<file path="src/rtl/uart_cmd_decoder_pkg.sv">
// Shared definitions for the UART command decoder and the event packer:
// event codes, ASCII constants, FSM state encodings and byte classifiers.
package uart_cmd_decoder_pkg;

    typedef enum logic [3:0] {
        EVT_NONE  = 4'd0,
        EVT_START = 4'd1,
        EVT_STOP  = 4'd2,
        EVT_CLEAR = 4'd3,
        EVT_SAVE  = 4'd4,
        EVT_TIME  = 4'd5,
        EVT_SR04  = 4'd6,
        EVT_DHT11 = 4'd7
    } evt_e;

    typedef enum logic [1:0] {
        ST_IDLE    = 2'd0,
        ST_CMD     = 2'd1,
        ST_DIGITS  = 2'd2,
        ST_DISCARD = 2'd3
    } state_e;

    localparam logic [7:0] ASCII_CR = 8'h0D;
    localparam logic [7:0] ASCII_LF = 8'h0A;
    localparam logic [7:0] ASCII_0  = 8'h30;
    localparam logic [7:0] ASCII_9  = 8'h39;
    localparam logic [7:0] CH_R     = 8'h52;
    localparam logic [7:0] CH_S     = 8'h53;
    localparam logic [7:0] CH_C     = 8'h43;
    localparam logic [7:0] CH_V     = 8'h56;
    localparam logic [7:0] CH_T     = 8'h54;
    localparam logic [7:0] CH_U     = 8'h55;
    localparam logic [7:0] CH_H     = 8'h48;

    localparam int unsigned SET_DIGITS = 6;

    // Clearing bit 5 folds lowercase letters onto uppercase; no other byte lands on a command letter.
    function automatic evt_e letter_to_evt(input logic [7:0] b);
        case (b & 8'hDF)
            CH_R:    return EVT_START;
            CH_S:    return EVT_STOP;
            CH_C:    return EVT_CLEAR;
            CH_V:    return EVT_SAVE;
            CH_T:    return EVT_TIME;
            CH_U:    return EVT_SR04;
            CH_H:    return EVT_DHT11;
            default: return EVT_NONE;
        endcase
    endfunction

    function automatic logic is_term(input logic [7:0] b);
        return (b == ASCII_CR) || (b == ASCII_LF);
    endfunction

    function automatic logic is_digit(input logic [7:0] b);
        return (b >= ASCII_0) && (b <= ASCII_9);
    endfunction

endpackage

</file>
<file path="src/rtl/uart_cmd_decoder_bcd2_to_bin.sv">
// Two BCD digits to binary with an upper-bound range flag.
module bcd2_to_bin #(
    parameter int unsigned OUT_W   = 6,
    parameter int unsigned MAX_VAL = 59
) (
    input  logic [3:0]       tens,
    input  logic [3:0]       ones,
    output logic [OUT_W-1:0] value_c,
    output logic             in_range_c
);

    logic [7:0] full;

    // tens*10 + ones, range-checked at full width before truncation
    always_comb begin
        full       = 8'(tens) * 8'd10 + 8'(ones);
        in_range_c = (full <= 8'(MAX_VAL));
        value_c    = OUT_W'(full);
    end

endmodule

</file>
<file path="src/rtl/uart_cmd_decoder.sv">
// ASCII command-line parser on the UART RX byte stream. Each accepted line
// fires one registered trigger pulse; malformed lines and timeouts pulse o_err.
// Optional feature macro: WATCH_SET_EN enables "T hhmmss" watch setting.
module uart_cmd_decoder
    import uart_cmd_decoder_pkg::*;
#(
    parameter int unsigned TIMEOUT_CYCLES = 100_000_000
) (
    input  logic       clk,
    input  logic       rst,
    input  logic [7:0] rx_data,
    input  logic       rx_valid,
    output logic       o_sw_start_trig,
    output logic       o_sw_stop_trig,
    output logic       o_sw_clear_trig,
    output logic       o_sw_save_trig,
    output logic       o_w_time_trig,
    output logic       o_sr04_trig,
    output logic       o_dht11_trig,
    output logic [3:0] o_evt,
    output logic       o_err,
    output logic       o_set_valid,
    output logic [4:0] o_set_hour,
    output logic [5:0] o_set_min,
    output logic [5:0] o_set_sec
);

    localparam int unsigned CNT_W = $clog2(TIMEOUT_CYCLES + 1);

    state_e           state;
    state_e           eff_state;
    evt_e             pend_evt;
    evt_e             letter_evt;
    logic [CNT_W-1:0] tmo_cnt;
    logic             tmo_hit;
    logic             term_c;

    // A timeout takes precedence: a byte arriving on that cycle is parsed from IDLE.
    assign tmo_hit    = (state != ST_IDLE) && (tmo_cnt == CNT_W'(TIMEOUT_CYCLES - 1));
    assign eff_state  = tmo_hit ? ST_IDLE : state;
    assign letter_evt = letter_to_evt(rx_data);
    assign term_c     = is_term(rx_data);

`ifdef WATCH_SET_EN
    logic [23:0] dig_buf;
    logic [2:0]  dig_cnt;
    logic        digit_c;
    logic [4:0]  hour_v;
    logic [5:0]  min_v;
    logic [5:0]  sec_v;
    logic        hour_ok;
    logic        min_ok;
    logic        sec_ok;
    logic        fields_ok;

    assign digit_c   = is_digit(rx_data);
    assign fields_ok = (dig_cnt == 3'(SET_DIGITS)) && hour_ok && min_ok && sec_ok;

    bcd2_to_bin #(.OUT_W(5), .MAX_VAL(23)) u_hour (
        .tens(dig_buf[23:20]), .ones(dig_buf[19:16]), .value_c(hour_v), .in_range_c(hour_ok));
    bcd2_to_bin #(.OUT_W(6), .MAX_VAL(59)) u_min (
        .tens(dig_buf[15:12]), .ones(dig_buf[11:8]), .value_c(min_v), .in_range_c(min_ok));
    bcd2_to_bin #(.OUT_W(6), .MAX_VAL(59)) u_sec (
        .tens(dig_buf[7:4]), .ones(dig_buf[3:0]), .value_c(sec_v), .in_range_c(sec_ok));
`else
    assign o_set_valid = 1'b0;
    assign o_set_hour  = '0;
    assign o_set_min   = '0;
    assign o_set_sec   = '0;
`endif

    // Line parser FSM with inter-byte timeout and registered pulse outputs
    always_ff @(posedge clk or posedge rst) begin
        if (rst) begin
            state           <= ST_IDLE;
            pend_evt        <= EVT_NONE;
            tmo_cnt         <= '0;
            o_sw_start_trig <= 1'b0;
            o_sw_stop_trig  <= 1'b0;
            o_sw_clear_trig <= 1'b0;
            o_sw_save_trig  <= 1'b0;
            o_w_time_trig   <= 1'b0;
            o_sr04_trig     <= 1'b0;
            o_dht11_trig    <= 1'b0;
            o_evt           <= 4'd0;
            o_err           <= 1'b0;
`ifdef WATCH_SET_EN
            dig_buf         <= '0;
            dig_cnt         <= '0;
            o_set_valid     <= 1'b0;
            o_set_hour      <= '0;
            o_set_min       <= '0;
            o_set_sec       <= '0;
`endif
        end else begin
            o_sw_start_trig <= 1'b0;
            o_sw_stop_trig  <= 1'b0;
            o_sw_clear_trig <= 1'b0;
            o_sw_save_trig  <= 1'b0;
            o_w_time_trig   <= 1'b0;
            o_sr04_trig     <= 1'b0;
            o_dht11_trig    <= 1'b0;
            o_err           <= 1'b0;
`ifdef WATCH_SET_EN
            o_set_valid     <= 1'b0;
`endif

            if (rx_valid || tmo_hit || (state == ST_IDLE)) begin
                tmo_cnt <= '0;
            end else begin
                tmo_cnt <= tmo_cnt + CNT_W'(1);
            end

            if (tmo_hit) begin
                o_err <= 1'b1;
                state <= ST_IDLE;
`ifdef WATCH_SET_EN
                dig_cnt <= '0;
`endif
            end

            if (rx_valid) begin
                case (eff_state)
                    ST_IDLE: begin
                        if (!term_c) begin
                            if (letter_evt != EVT_NONE) begin
                                pend_evt <= letter_evt;
                                state    <= ST_CMD;
                            end else begin
                                state <= ST_DISCARD;
                            end
                        end
                    end
                    ST_CMD: begin
                        if (term_c) begin
                            o_evt <= pend_evt;
                            state <= ST_IDLE;
                            case (pend_evt)
                                EVT_START: o_sw_start_trig <= 1'b1;
                                EVT_STOP:  o_sw_stop_trig  <= 1'b1;
                                EVT_CLEAR: o_sw_clear_trig <= 1'b1;
                                EVT_SAVE:  o_sw_save_trig  <= 1'b1;
                                EVT_TIME:  o_w_time_trig   <= 1'b1;
                                EVT_SR04:  o_sr04_trig     <= 1'b1;
                                EVT_DHT11: o_dht11_trig    <= 1'b1;
                                default:   o_err           <= 1'b1;
                            endcase
`ifdef WATCH_SET_EN
                        end else if (digit_c && (pend_evt == EVT_TIME)) begin
                            dig_buf <= {dig_buf[19:0], rx_data[3:0]};
                            dig_cnt <= 3'd1;
                            state   <= ST_DIGITS;
`endif
                        end else begin
                            state <= ST_DISCARD;
                        end
                    end
`ifdef WATCH_SET_EN
                    ST_DIGITS: begin
                        if (term_c) begin
                            state <= ST_IDLE;
                            if (fields_ok) begin
                                o_set_valid <= 1'b1;
                                o_set_hour  <= hour_v;
                                o_set_min   <= min_v;
                                o_set_sec   <= sec_v;
                            end else begin
                                o_err <= 1'b1;
                            end
                        end else if (digit_c && (dig_cnt < 3'(SET_DIGITS))) begin
                            dig_buf <= {dig_buf[19:0], rx_data[3:0]};
                            dig_cnt <= dig_cnt + 3'd1;
                        end else begin
                            state <= ST_DISCARD;
                        end
                    end
`endif
                    ST_DISCARD: begin
                        if (term_c) begin
                            o_err <= 1'b1;
                            state <= ST_IDLE;
                        end
                    end
                    default: state <= ST_IDLE;
                endcase
            end
        end
    end

endmodule

</file>
<file path="config.mk">
export PLATFORM = sky130hd
export DESIGN_NAME = uart_cmd_decoder
export DESIGN_NICKNAME = d
export VERILOG_FILES = /design/src/rtl/uart_cmd_decoder_pkg.sv /design/src/rtl/uart_cmd_decoder_bcd2_to_bin.sv /design/src/rtl/uart_cmd_decoder.sv
export SDC_FILE = /design/constraint.sdc
export NUM_CORES = 1
export LEC_CHECK = 0
export ABC_CLOCK_PERIOD_IN_PS = 2800
export BUFFER_PORTS_ARGS = -buffer_cell sky130_fd_sc_hd__buf_4
export CAP_MARGIN = 20
export CELL_PAD_IN_SITES_DETAIL_PLACEMENT = 0
export CELL_PAD_IN_SITES_GLOBAL_PLACEMENT = 1
export CORE_AREA = 8 8 84 86
export CTS_CLUSTER_SIZE = 40
export DETAILED_ROUTE_END_ITERATION = 10
export DIE_AREA = 0 0 92 94
export PLACE_DENSITY = 0.78
export RECOVER_POWER = 100
export SETUP_SLACK_MARGIN = 0.2
export SYNTH_ARGS = -nofsm -noshare
export SYNTH_HDL_FRONTEND = slang
export SYNTH_SLANG_ARGS = --single-unit
</file>
<file path="constraint.sdc">
create_clock -name clk -period 2.8 [get_ports clk]
set_input_delay 0.28 -clock clk [delete_from_list [all_inputs] [get_ports clk]]
set_output_delay 0.28 -clock clk [all_outputs]
set_load 0.1 [all_outputs]
</file>
==> results_dict.tcl <==
set metrics [dict create \
    r2r-start "tmo_cnt[0]$_DFF_PP0_" \
    fin_worst_skew_ns 0.00827 \
    seq_area_frac_synth_pct 45.4 \
    nets 286 \
    htreeDepth 2 \
    cts.repair.resized 0 \
    fin_crit_sh_pct 79.3 \
    grt_pass1_wl_um 7950 \
    post-dp-hpwl_um 3410 \
    finalCriticalPeriod_ns 2.22 \
    cp_max_fo 24 \
    hold_viol_final 0 \
    pin_count 41 \
    post_cts_buffers 0 \
    rr_worst_depth 7 \
    powerDensity_nw_per_um2 489 \
    first_pass_iters 4 \
    fp.dieH_um 94 \
    grtUsageMet3_pct 2.48 \
    drc 0 \
    row_count 28 \
    area_growth_pct 7.49 \
    clockBufferDepth 2 \
    drt_wl_total_um 4600 \
    ctsHoldBuffers 0 \
    fp.dieW_um 92 \
    ys_ff_latch 43 \
    cts_tree "built" \
    grt_use_met2_pct 17.5 \
    regToRegEndpoint "tmo_cnt[10]$_DFF_PP0_" \
    rsz0062_at_grt "no" \
    vias 1715 \
    reg2reg_slack_ns 0.58 \
    syn-mean-instance-area_um2 9.60 \
    crit_required_ns 2.98 \
    core_area_um2 5750 \
    startpoint "tmo_cnt[0]$_DFF_PP0_" \
    synth_warnings 0 \
    gp_congestion 0.764 \
    async_reset_ff_share_pct 100 \
    synth_enable_flop_cells 0 \
    vdd_ir_drop_max_mv 0.190 \
    wl_per_cell_um 13.1 \
    cts-root-buf "clkbuf_8" \
    slew-limit-headroom_pct 21.1 \
    fill_cells 598 \
    n_antenna_cell 0 \
    fin_setup_tns_ns 0 \
    status "finished clean" \
    antenna_found_initial 0 \
    clock_latency_ns 0.29 \
    cts_buffers 5 \
    grt_start_max_net_pins 44 \
    maxCapViolCount 0 \
    grt-busiest-layer "met2" \
    ant_nets 0 \
    finish.utilization_pct 44.4 \
    yosysUniqueCellTypes 48 \
    grt_overflow 0 \
    portBuffers 21 \
    worstMarginPinSlew_ns 1.19 \
    use_met1_pct 14.7 \
    drt-initial-drc-count 63 \
    cts.clk_slew.worst_paths_ns 0.08 \
    netlist_area_um2 2370 \
    cts_sinks 43 \
    cp.arrival_ns 2.40 \
    ys.flop_type "dfrtp_1" \
    worst-setup-path-type "flop to flop" \
    fmax_ghz 0.450 \
    start_util_pct 41.3 \
    cp-start-kind "flop" \
    setup_violations 0 \
    drv_slew 0 \
    vias_per_cell 4.90 \
    drive_above_1_share_pct 10.2 \
    hp-class "input pin to async pin" \
    postSynthCellCount 247 \
    fp.dieArea_um2 8650 \
    grt_pass1_vias 1728 \
    leakagePower_uw 0.00116 \
    grt_usage_pct 11.2 \
    worstSetupEndpointType "flop" \
]
==> critical path, stage by stage, from the launching register on <==
cell and delay [ns]:
dfrtp_1 0.40, ha_1 0.25, nand4_1 0.19, nor3_2 0.54
nand2_1 0.23, nand2b_1 0.13, buf_4 0.27, nor2_1 0.09
==> worst max-delay path by stage <==
stage          cells after the start                     to  slack (ns)
6_report                           7  tmo_cnt[10]$_DFF_PP0_        0.58
5_1_grt                            7  tmo_cnt[23]$_DFF_PP0_        0.33
4_1_cts                            6  tmo_cnt[23]$_DFF_PP0_        0.62
3_5_place_dp                       6  tmo_cnt[23]$_DFF_PP0_        0.64
3_3_place_gp                       6  tmo_cnt[12]$_DFF_PP0_        0.66
2_1_floorplan                      7  tmo_cnt[10]$_DFF_PP0_        0.85
==> flip-flops by register name, summed over array words and instances, names as in the netlist <==
signal and cells:
tmo_cnt 27, o_evt 3, pend_evt 3, state 2, o_dht11_trig 1, o_err 1
o_sr04_trig 1, o_sw_clear_trig 1, o_sw_save_trig 1, o_sw_start_trig 1, o_sw_stop_trig 1, o_w_time_trig 1
==> kinds of logic (layout without fill, tap and decap cells) <==
group,after synthesis,in the layout,synth area share [%]
multiplexers,3,3,1.27
XOR/XNOR,23,23,8.50
other,1,19,0.158
flip-flops,43,43,45.4
adder cells (fa/ha/maj),1,1,0.528
AND/OR/NAND/NOR,121,121,27.7
buffers and inverters,31,41,8.71
AO/OA/AOI/OAI,24,24,7.76
==> area by class of cell <==
| class | count | area [um2] | share of cell area [%] |
|---|---|---|---|
| multi-input cells | 191 | 1120 | 44.0 |
| flip-flops and latches | 43 | 1080 | 42.2 |
| repair buffers | 24 | 139 | 5.45 |
| well taps | 75 | 93.8 | 3.68 |
| clock buffers | 6 | 72.6 | 2.85 |
| inverters | 9 | 33.8 | 1.33 |
| clock inverters | 2 | 12.5 | 0.491 |
==> cell usage in the layout, fill, tap and decap left out, types with 2 or more instances in the layout <==
cell type,count
a21oi_1,3
and3_1,8
buf_4,12
clkbuf_1,12
clkbuf_8,5
conb_1,19
dfrtp_1,43
inv_1,9
mux2i_1,3
nand2_1,20
nand2b_1,4
nand3_1,13
nand4_1,9
nor2_1,40
nor2b_1,2
nor3_1,5
nor3b_1,3
nor4_1,2
o211ai_1,2
o21ai_0,9
or2_2,2
or4_1,2
xnor2_1,6
xor2_1,17
==> layer usage <==
layer,up-vias,share of wire [%]
met5,-,0
met1,814,50
met2,29,45
li1,867,-
met3,5,2.9
met4,0,1.5
==> Yosys cell counts, types with 2 or more instances <==
master	count	area (um2)
and3_1	8	50.1
dfrtp_1	43	1080
buf_4	20	150
nor3b_1	3	22.5
nand2b_1	4	25.0
nand2_1	19	71.3
nor4_1	2	12.5
inv_1	9	33.8
xnor2_1	6	52.6
nor2_1	40	150
nand4_1	9	56.3
or2_2	2	12.5
nor3_1	5	25.0
o21ai_0	9	45.0
nand3_1	13	65.1
xor2_1	17	149
nor2b_1	2	12.5
mux2i_1	3	30.0
buf_6	2	22.5
a21oi_1	3	15.0
==> per-stage QoR <==
step / cell area, um2 / worst slack [ns] / hold slack [ns] / cells / power [uW]
finish: 2550 / 0.580 / 0.122 / 350 / 1250
global placement: 2540 / 0.664 / 0.450 / 342 / 873
global route: 2550 / 0.334 / 0.169 / 350 / 1300
floorplan: 2440 / 0.854 / 0.450 / 265 / 860
detailed placement: 2540 / 0.636 / 0.463 / 342 / 875
CTS: 2630 / 0.623 / 0.138 / 350 / 1260
==> where the power goes <==
part	internal (uW)	switching (uW)	leakage [uW]
Clock	174	213	0.0000412
Sequential	632	11.5	0.000575
Combinational	31.7	182	0.000545
No activity file was read; power rests on OpenSTA's default activity.
